File: src/rtl/uart_pkg.sv
// Shared types and constants for the UART transmit arbiter.
// The arbiter state encoding and the requester-count bound live here so the
// arbiter and any monitor or debug logic agree on them.
package uart_pkg;

  // Largest number of requesters the round-robin picker is built for.
  localparam int NUM_REQ_MAX = 8;

  // Narrowest launch-timeout counter that is ever generated.
  localparam int TMO_CNT_MIN_W = 8;

  // Arbiter FSM states.
  typedef enum logic [1:0] {
    IDLE      = 2'd0,
    LAUNCH    = 2'd1,
    WAIT_DONE = 2'd2,
    RELEASE   = 2'd3
  } arb_state_t;

  // Width of a counter that can reach (timeout - 1), never below TMO_CNT_MIN_W.
  function automatic int tmo_cnt_width(input int timeout);
    int w;
    w = $clog2(timeout);
    return (w > TMO_CNT_MIN_W) ? w : TMO_CNT_MIN_W;
  endfunction

endpackage

File: src/rtl/uart_rr_pick.sv
// Combinational round-robin picker.
// Requests at or above ptr_i are preferred, lowest index first. If none of
// them are set, the search wraps to the lowest set request below ptr_i.
// A requester that has just won sits below the advanced pointer, so every
// other requester is searched before it becomes eligible again.
module uart_rr_pick
  import uart_pkg::*;
#(
  parameter int NUM_REQ = 4,
  parameter int IDX_W   = $clog2(NUM_REQ)
) (
  input  logic [NUM_REQ-1:0] req_i,
  input  logic [IDX_W-1:0]   ptr_i,
  output logic [NUM_REQ-1:0] winner_o,
  output logic [IDX_W-1:0]   idx_o,
  output logic               valid_o
);

  logic [NUM_REQ-1:0] masked;
  logic [NUM_REQ-1:0] cand;
  logic               found;

  // Rotating-mask priority: mask off requests below the pointer, fall back to
  // the unmasked vector when the masked one is empty, then take the lowest bit.
  always_comb begin
    // NOTE: every variable written here gets a value before any branch, so no
    // path can leave one unassigned and infer a latch.
    masked   = '0;
    cand     = '0;
    found    = 1'b0;
    winner_o = '0;
    idx_o    = '0;
    for (int i = 0; i < NUM_REQ; i++) begin
      masked[i] = req_i[i] && (IDX_W'(i) >= ptr_i);
    end
    cand = (|masked) ? masked : req_i;
    for (int i = 0; i < NUM_REQ; i++) begin
      if (cand[i] && !found) begin
        found       = 1'b1;
        winner_o[i] = 1'b1;
        idx_o       = IDX_W'(i);
      end
    end
    valid_o = found;
  end

endmodule

File: src/rtl/uart_tx_arbiter.sv
// Round-robin arbiter sharing one UART transmitter among NUM_REQ byte
// producers. One frame is in flight at a time: the winner's byte and parity
// flag are latched, send_request is held until the UART reports tx_busy, and
// the winner gets a grant pulse at launch and a done pulse at completion.
//
// Optional feature, macro UART_ARB_TIMEOUT_EN: abort a launch that the UART
// has not acknowledged with tx_busy within LAUNCH_TIMEOUT cycles, pulse done
// for the owner and raise the sticky timeout_err flag. Without the macro the
// launch waits indefinitely and timeout_err is tied low.
module uart_tx_arbiter
  import uart_pkg::*;
#(
  parameter int NUM_REQ        = 4,
  parameter int DATA_BITS      = 8,
  parameter int LAUNCH_TIMEOUT = 64
) (
  input  logic                           clk,
  input  logic                           reset_n,
  input  logic [NUM_REQ-1:0]             req,
  input  logic [NUM_REQ*DATA_BITS-1:0]   req_data,
  input  logic [NUM_REQ-1:0]             req_parity,
  output logic [NUM_REQ-1:0]             grant,
  output logic [NUM_REQ-1:0]             done,
  output logic                           send_request,
  output logic [DATA_BITS-1:0]           tx_data,
  output logic                           parity_enable,
  input  logic                           tx_busy,
  input  logic                           tx_done,
  output logic                           arb_busy,
  output logic                           timeout_err
);

  localparam int IDX_W = $clog2(NUM_REQ);

  // Elaboration-time guard on the supported parameter range.
  if (NUM_REQ < 2 || NUM_REQ > NUM_REQ_MAX || LAUNCH_TIMEOUT < 1) begin : g_bad_params
    $error("uart_tx_arbiter: NUM_REQ must be 2..8 and LAUNCH_TIMEOUT at least 1");
  end

  arb_state_t           state_q;
  logic [IDX_W-1:0]     ptr_q;          // search start: last winner + 1
  logic [NUM_REQ-1:0]   owner_q;        // one-hot owner of the current frame
  logic                 send_request_q;
  logic [DATA_BITS-1:0] tx_data_q;
  logic                 parity_q;
  logic [NUM_REQ-1:0]   grant_q;
  logic [NUM_REQ-1:0]   done_q;
  logic                 arb_busy_q;

  logic [NUM_REQ-1:0]   pick_onehot;
  logic [IDX_W-1:0]     pick_idx;
  logic                 pick_valid;
  logic [IDX_W-1:0]     ptr_d;
  logic [DATA_BITS-1:0] sel_data;
  logic                 sel_parity;
  logic                 launch_ok;
  logic                 tmo_hit;

  uart_rr_pick #(
    .NUM_REQ (NUM_REQ),
    .IDX_W   (IDX_W)
  ) u_pick (
    .req_i    (req),
    .ptr_i    (ptr_q),
    .winner_o (pick_onehot),
    .idx_o    (pick_idx),
    .valid_o  (pick_valid)
  );

  // Byte and parity flag of the current winner.
  always_comb begin
    sel_data   = '0;
    sel_parity = 1'b0;
    for (int i = 0; i < NUM_REQ; i++) begin
      if (IDX_W'(i) == pick_idx) begin
        sel_data   = req_data[i*DATA_BITS +: DATA_BITS];
        sel_parity = req_parity[i];
      end
    end
  end

  // Next search start after a launch, wrapping modulo NUM_REQ.
  assign ptr_d = (pick_idx == IDX_W'(NUM_REQ - 1)) ? '0 : pick_idx + 1'b1;

  // Only start a frame while the UART is fully quiet.
  assign launch_ok = pick_valid && !tx_busy && !tx_done;

`ifdef UART_ARB_TIMEOUT_EN
  localparam int CNT_W = tmo_cnt_width(LAUNCH_TIMEOUT);

  logic [CNT_W-1:0] tmo_cnt_q;
  logic             tmo_err_q;

  // Fires in the LAUNCH_TIMEOUT-th LAUNCH cycle that still has no tx_busy.
  assign tmo_hit = (state_q == LAUNCH) && !tx_busy &&
                   (tmo_cnt_q == CNT_W'(LAUNCH_TIMEOUT - 1));

  // Launch cycle counter, cleared outside LAUNCH; sticky abort flag.
  always_ff @(posedge clk or negedge reset_n) begin
    if (!reset_n) begin
      tmo_cnt_q <= '0;
      tmo_err_q <= 1'b0;
    end else begin
      if (state_q == LAUNCH) begin
        tmo_cnt_q <= tmo_cnt_q + 1'b1;
      end else begin
        tmo_cnt_q <= '0;
      end
      if (tmo_hit) begin
        tmo_err_q <= 1'b1;
      end
    end
  end

  assign timeout_err = tmo_err_q;
`else
  assign tmo_hit     = 1'b0;
  assign timeout_err = 1'b0;
`endif

  // Arbiter FSM with registered outputs, data latch and round-robin pointer.
  always_ff @(posedge clk or negedge reset_n) begin
    if (!reset_n) begin
      state_q        <= IDLE;
      ptr_q          <= '0;
      owner_q        <= '0;
      send_request_q <= 1'b0;
      tx_data_q      <= '0;
      parity_q       <= 1'b0;
      grant_q        <= '0;
      done_q         <= '0;
      arb_busy_q     <= 1'b0;
    end else begin
      // NOTE: non-blocking assignments throughout, so every register here is
      // updated from the pre-edge values and the later defaults-then-override
      // ordering behaves like a priority mux.
      grant_q <= '0;
      done_q  <= '0;
      case (state_q)
        IDLE: begin
          if (launch_ok) begin
            tx_data_q      <= sel_data;
            parity_q       <= sel_parity;
            owner_q        <= pick_onehot;
            ptr_q          <= ptr_d;
            grant_q        <= pick_onehot;
            send_request_q <= 1'b1;
            arb_busy_q     <= 1'b1;
            state_q        <= LAUNCH;
          end
        end
        LAUNCH: begin
          if (tx_busy) begin
            send_request_q <= 1'b0;
            state_q        <= WAIT_DONE;
          end else if (tmo_hit) begin
            send_request_q <= 1'b0;
            done_q         <= owner_q;
            state_q        <= RELEASE;
          end
        end
        WAIT_DONE: begin
          if (tx_done) begin
            done_q  <= owner_q;
            state_q <= RELEASE;
          end
        end
        RELEASE: begin
          // A tx_done held high for several cycles must not end a second frame.
          if (!tx_busy && !tx_done) begin
            arb_busy_q <= 1'b0;
            state_q    <= IDLE;
          end
        end
        default: begin
          send_request_q <= 1'b0;
          arb_busy_q     <= 1'b0;
          state_q        <= IDLE;
        end
      endcase
    end
  end

  assign grant         = grant_q;
  assign done          = done_q;
  assign send_request  = send_request_q;
  assign tx_data       = tx_data_q;
  assign parity_enable = parity_q;
  assign arb_busy      = arb_busy_q;

endmodule

File: config.mk
export PLATFORM = sky130hd
export DESIGN_NAME = uart_tx_arbiter
export DESIGN_NICKNAME = d
export VERILOG_FILES = /design/src/rtl/uart_pkg.sv /design/src/rtl/uart_rr_pick.sv /design/src/rtl/uart_tx_arbiter.sv
export SDC_FILE = /design/constraint.sdc
export NUM_CORES = 1
export LEC_CHECK = 0
export CAP_MARGIN = 30
export CORE_ASPECT_RATIO = 0.75
export CORE_MARGIN = 2
export CORE_UTILIZATION = 46
export DETAILED_ROUTE_END_ITERATION = 6
export PLACE_DENSITY_LB_ADDON = 0.15
export SLEW_MARGIN = 30
export SYNTH_ARGS = -nofsm -noshare
export SYNTH_HDL_FRONTEND = slang
export SYNTH_SLANG_ARGS = --single-unit
export TNS_END_PERCENT = 1
File: constraint.sdc
create_clock -name clk -period 3.6 [get_ports clk]
set_input_delay 0.72 -clock clk [delete_from_list [all_inputs] [get_ports clk]]
set_output_delay 0.72 -clock clk [all_outputs]
set_load 0.02 [all_outputs]
==> results.ini <==
[outcome]
status=finished, final reports clean

[floorplan]
design.die.area_sq_um=3950
placementRows=18
num_io_pins=64
die_w_um=71.9
die_h_um=54.9
core_sq_um=3290
floorplan.initialDensity=0.484

[critical_path]
r2r_cells=8
required_ns=3.77
critical_path.max_fanout=18
critPathKind=primary input to flip-flop
end_kind=flip-flop
r2r_end=tx_data[1]
critPathArrivalTime_ns=3.26
cpMaxStageDelayCell=clkdlybuf4s50_1
max_stage_delay_ns=0.59
r2r-start=ptr_q[0]
critPathTopFamily=compound AO/OA/AOI/OAI gates
worstSetupStartpointType=primary input
worst-path-buf-inv=1
rrSetupSlack_ns=1.11
path_cells=clkdlybuf4s50_1 -> nor2b_1 -> o22ai_1 -> a21oi_1 -> and2_1 -> ha_1 -> o21ai_0 -> a221oi_1 -> nor2_1

[flow_run]
maxCapViolCount=0

[clocking]
post_cts_buffers=0
cts_resized=0
holdBufCountCts=0
cts_buffers=3
cts.path.max_buffers=2
path_clk_slew_ns=0.10
cts.sinks=27
clk_latency_ns=0.28
cts_tree=built
clockRootBuffer=clkbuf_8
h-tree-depth=1

[cells_and_area]
drive_above_1_share=0.0617
syn_to_final_growth_pct=42.4
fin_nets=297
n_antenna_cell=0
n_fill_cell=283

[yosys]
synth-seq-area-share=0.425
syn_area_sq_um=1590
synth.net_count=241
synth-main-ff-cell=dfrtp_1
ys_types=32
syn_inst=188
synth-edff-count=0
ys_ff_latch=27
syn_area_per_cell_sq_um=8.46
yosys_warnings=0
synth-async-reset-ratio=1.00

[global_route]
grt_max_degree=28
grt_pass1_wl_um=6350
antenna_found_initial=0
grt_usage=0.212
grt_overflow_total=0
grt_pass1_vias=1337

[drt]
drt-initial-drc-count=82
vias=1463
remaining_drc_errors=0
via_per_inst=5.17
wirelength_um=3800
drtPass1Iterations=4
final_antenna_net_count=0
drt-wirelength-per-cell_um=13.4

[pwr]
power_leakage_nw=1.01
ir_drop_mv=0.371
power_mw=1.47
powerDensity_nw_per_um2=650

[worst_hold_path]
hold_depth=1
hold_start=owner_q[1]
min_path_type=flip-flop to flip-flop
holdPathEnd=owner_q[1]

[timing]
finalWorstSetupSlack_ns=0.505
period_share=0.860
hold_viol_final=0
worst_pin_slew_ns=0.620
clock_skew_ns=0.00835
period_minus_slack_ns=3.10
slew_violations=0
setup_viol=0
setup-tns-final_ns=0
grt_setup_unrepaired=false
max_freq_mhz=323
slew_headroom=0.586

[placed_design]
place_hpwl_um=2900
gp_congestion=0.880
pre_cts_ws_ns=0.259
portBuffers=62

flip-flops by register name, indices dropped and copies added (netlist names):
register / cells
owner_q: 4
done: 4
tx_data: 8
parity_enable: 1
grant: 4
arb_busy: 1
ptr_q: 2
send_request: 1
state_q: 2
cell type report:
type,instances,area (sq um),share of cell area
repair buffers,64,636,0.281
clock inverters,1,7.51,0.00331
well taps,40,50.0,0.0221
flip-flops and latches,27,676,0.298
multi-input cells,132,795,0.351
inverters,16,60.1,0.0265
clock buffers,3,41.3,0.0182
metrics by stage:
stage | area [sq um] | utilization | hold slack, ns | instances
final | 2260 | 0.689 | 0.488 | 283
after CTS | 2260 | 0.689 | 0.492 | 283
after global placement | 2220 | 0.674 | 0.461 | 279
after detailed placement | 2220 | 0.674 | 0.470 | 279
after global routing | 2260 | 0.689 | 0.515 | 283
after floorplan | 1590 | - | 0.424 | 188
placed cells by master (no fill, tap or decap):
master,synthesis,routed
ha_1,9,9
conb_1,1,1
nor2b_1,3,3
inv_1,16,16
a31o_2,1,1
nand3_1,2,2
a32oi_2,1,1
and3_4,1,1
a221oi_1,9,9
or2b_1,1,1
and2_1,2,2
and2b_2,1,1
nand2_1,19,19
a21oi_2,1,1
mux2_4,1,1
nor2_1,24,24
or4_1,1,1
clkbuf_8,0,3
a22o_1,1,1
clkinvlp_4,0,1
buf_4,2,2
o32a_2,1,1
a21o_1,1,1
clkdlybuf4s50_1,0,62
o21ai_0,15,15
mux2_2,1,1
dfrtp_1,27,27
o22ai_1,4,4
nor3_1,3,3
and3_1,5,5
a21oi_1,22,22
o211ai_1,1,1
o22a_2,1,1
power by group:
group	internal (mW)	leakage, nW	switching [mW]	total [mW]
clock network	0.0786	0.0217	0.0961	0.175
registers	0.412	0.340	0.0806	0.492
logic	0.380	0.649	0.426	0.806
synth_stat cells, types with 2 or more instances:
library cell,n,area [sq um]
nor2_1,24,90.1
o21ai_0,15,75.1
buf_4,2,15.0
and3_1,5,31.3
a221oi_1,9,78.8
nand3_1,2,10.0
dfrtp_1,27,676
clkbuf_1,8,30.0
nor2b_1,3,18.8
nor3_1,3,15.0
buf_2,3,15.0
and2_1,2,12.5
nand2_1,19,71.3
o22ai_1,4,25.0
ha_1,9,113
a21oi_1,22,110
inv_1,16,60.1
worst max-delay path by stage:
stage | startpoint | endpoint | slack (ns) | cells past startpoint
final | req[0] | tx_data[1] | 0.50 | 9
after global routing | req[0] | tx_data[5] | 0.25 | 10
after CTS | req[0] | tx_data[1] | 0.55 | 9
after detailed placement | req[0] | tx_data[1] | 0.26 | 9
after global placement | req[0] | tx_data[2] | 0.39 | 9
after floorplan | req[0] | parity_enable | 1.06 | 10
cell families after synthesis:
family                     Yosys count  share of synthesized area
adders and majority gates            9                     0.0708
and+or+nand+nor                     62                      0.179
muxes                                2                     0.0165
DFF                                 27                      0.425
buffers and inverters               29                     0.0755
other                                1                    0.00236
AOI/OAI and AO/OA                   58                      0.231
routing by layer:
metal / track usage / vias to the layer above / routed length (um)
met2: 0.321 / 50 / 1630
met4: 0.0409 / 0 / 51
met5: 0 / - / 0
li1: - / 750 / -
met1: 0.308 / 657 / 1870
met3: 0.0580 / 6 / 241
Power figures use the tool's default switching activity.
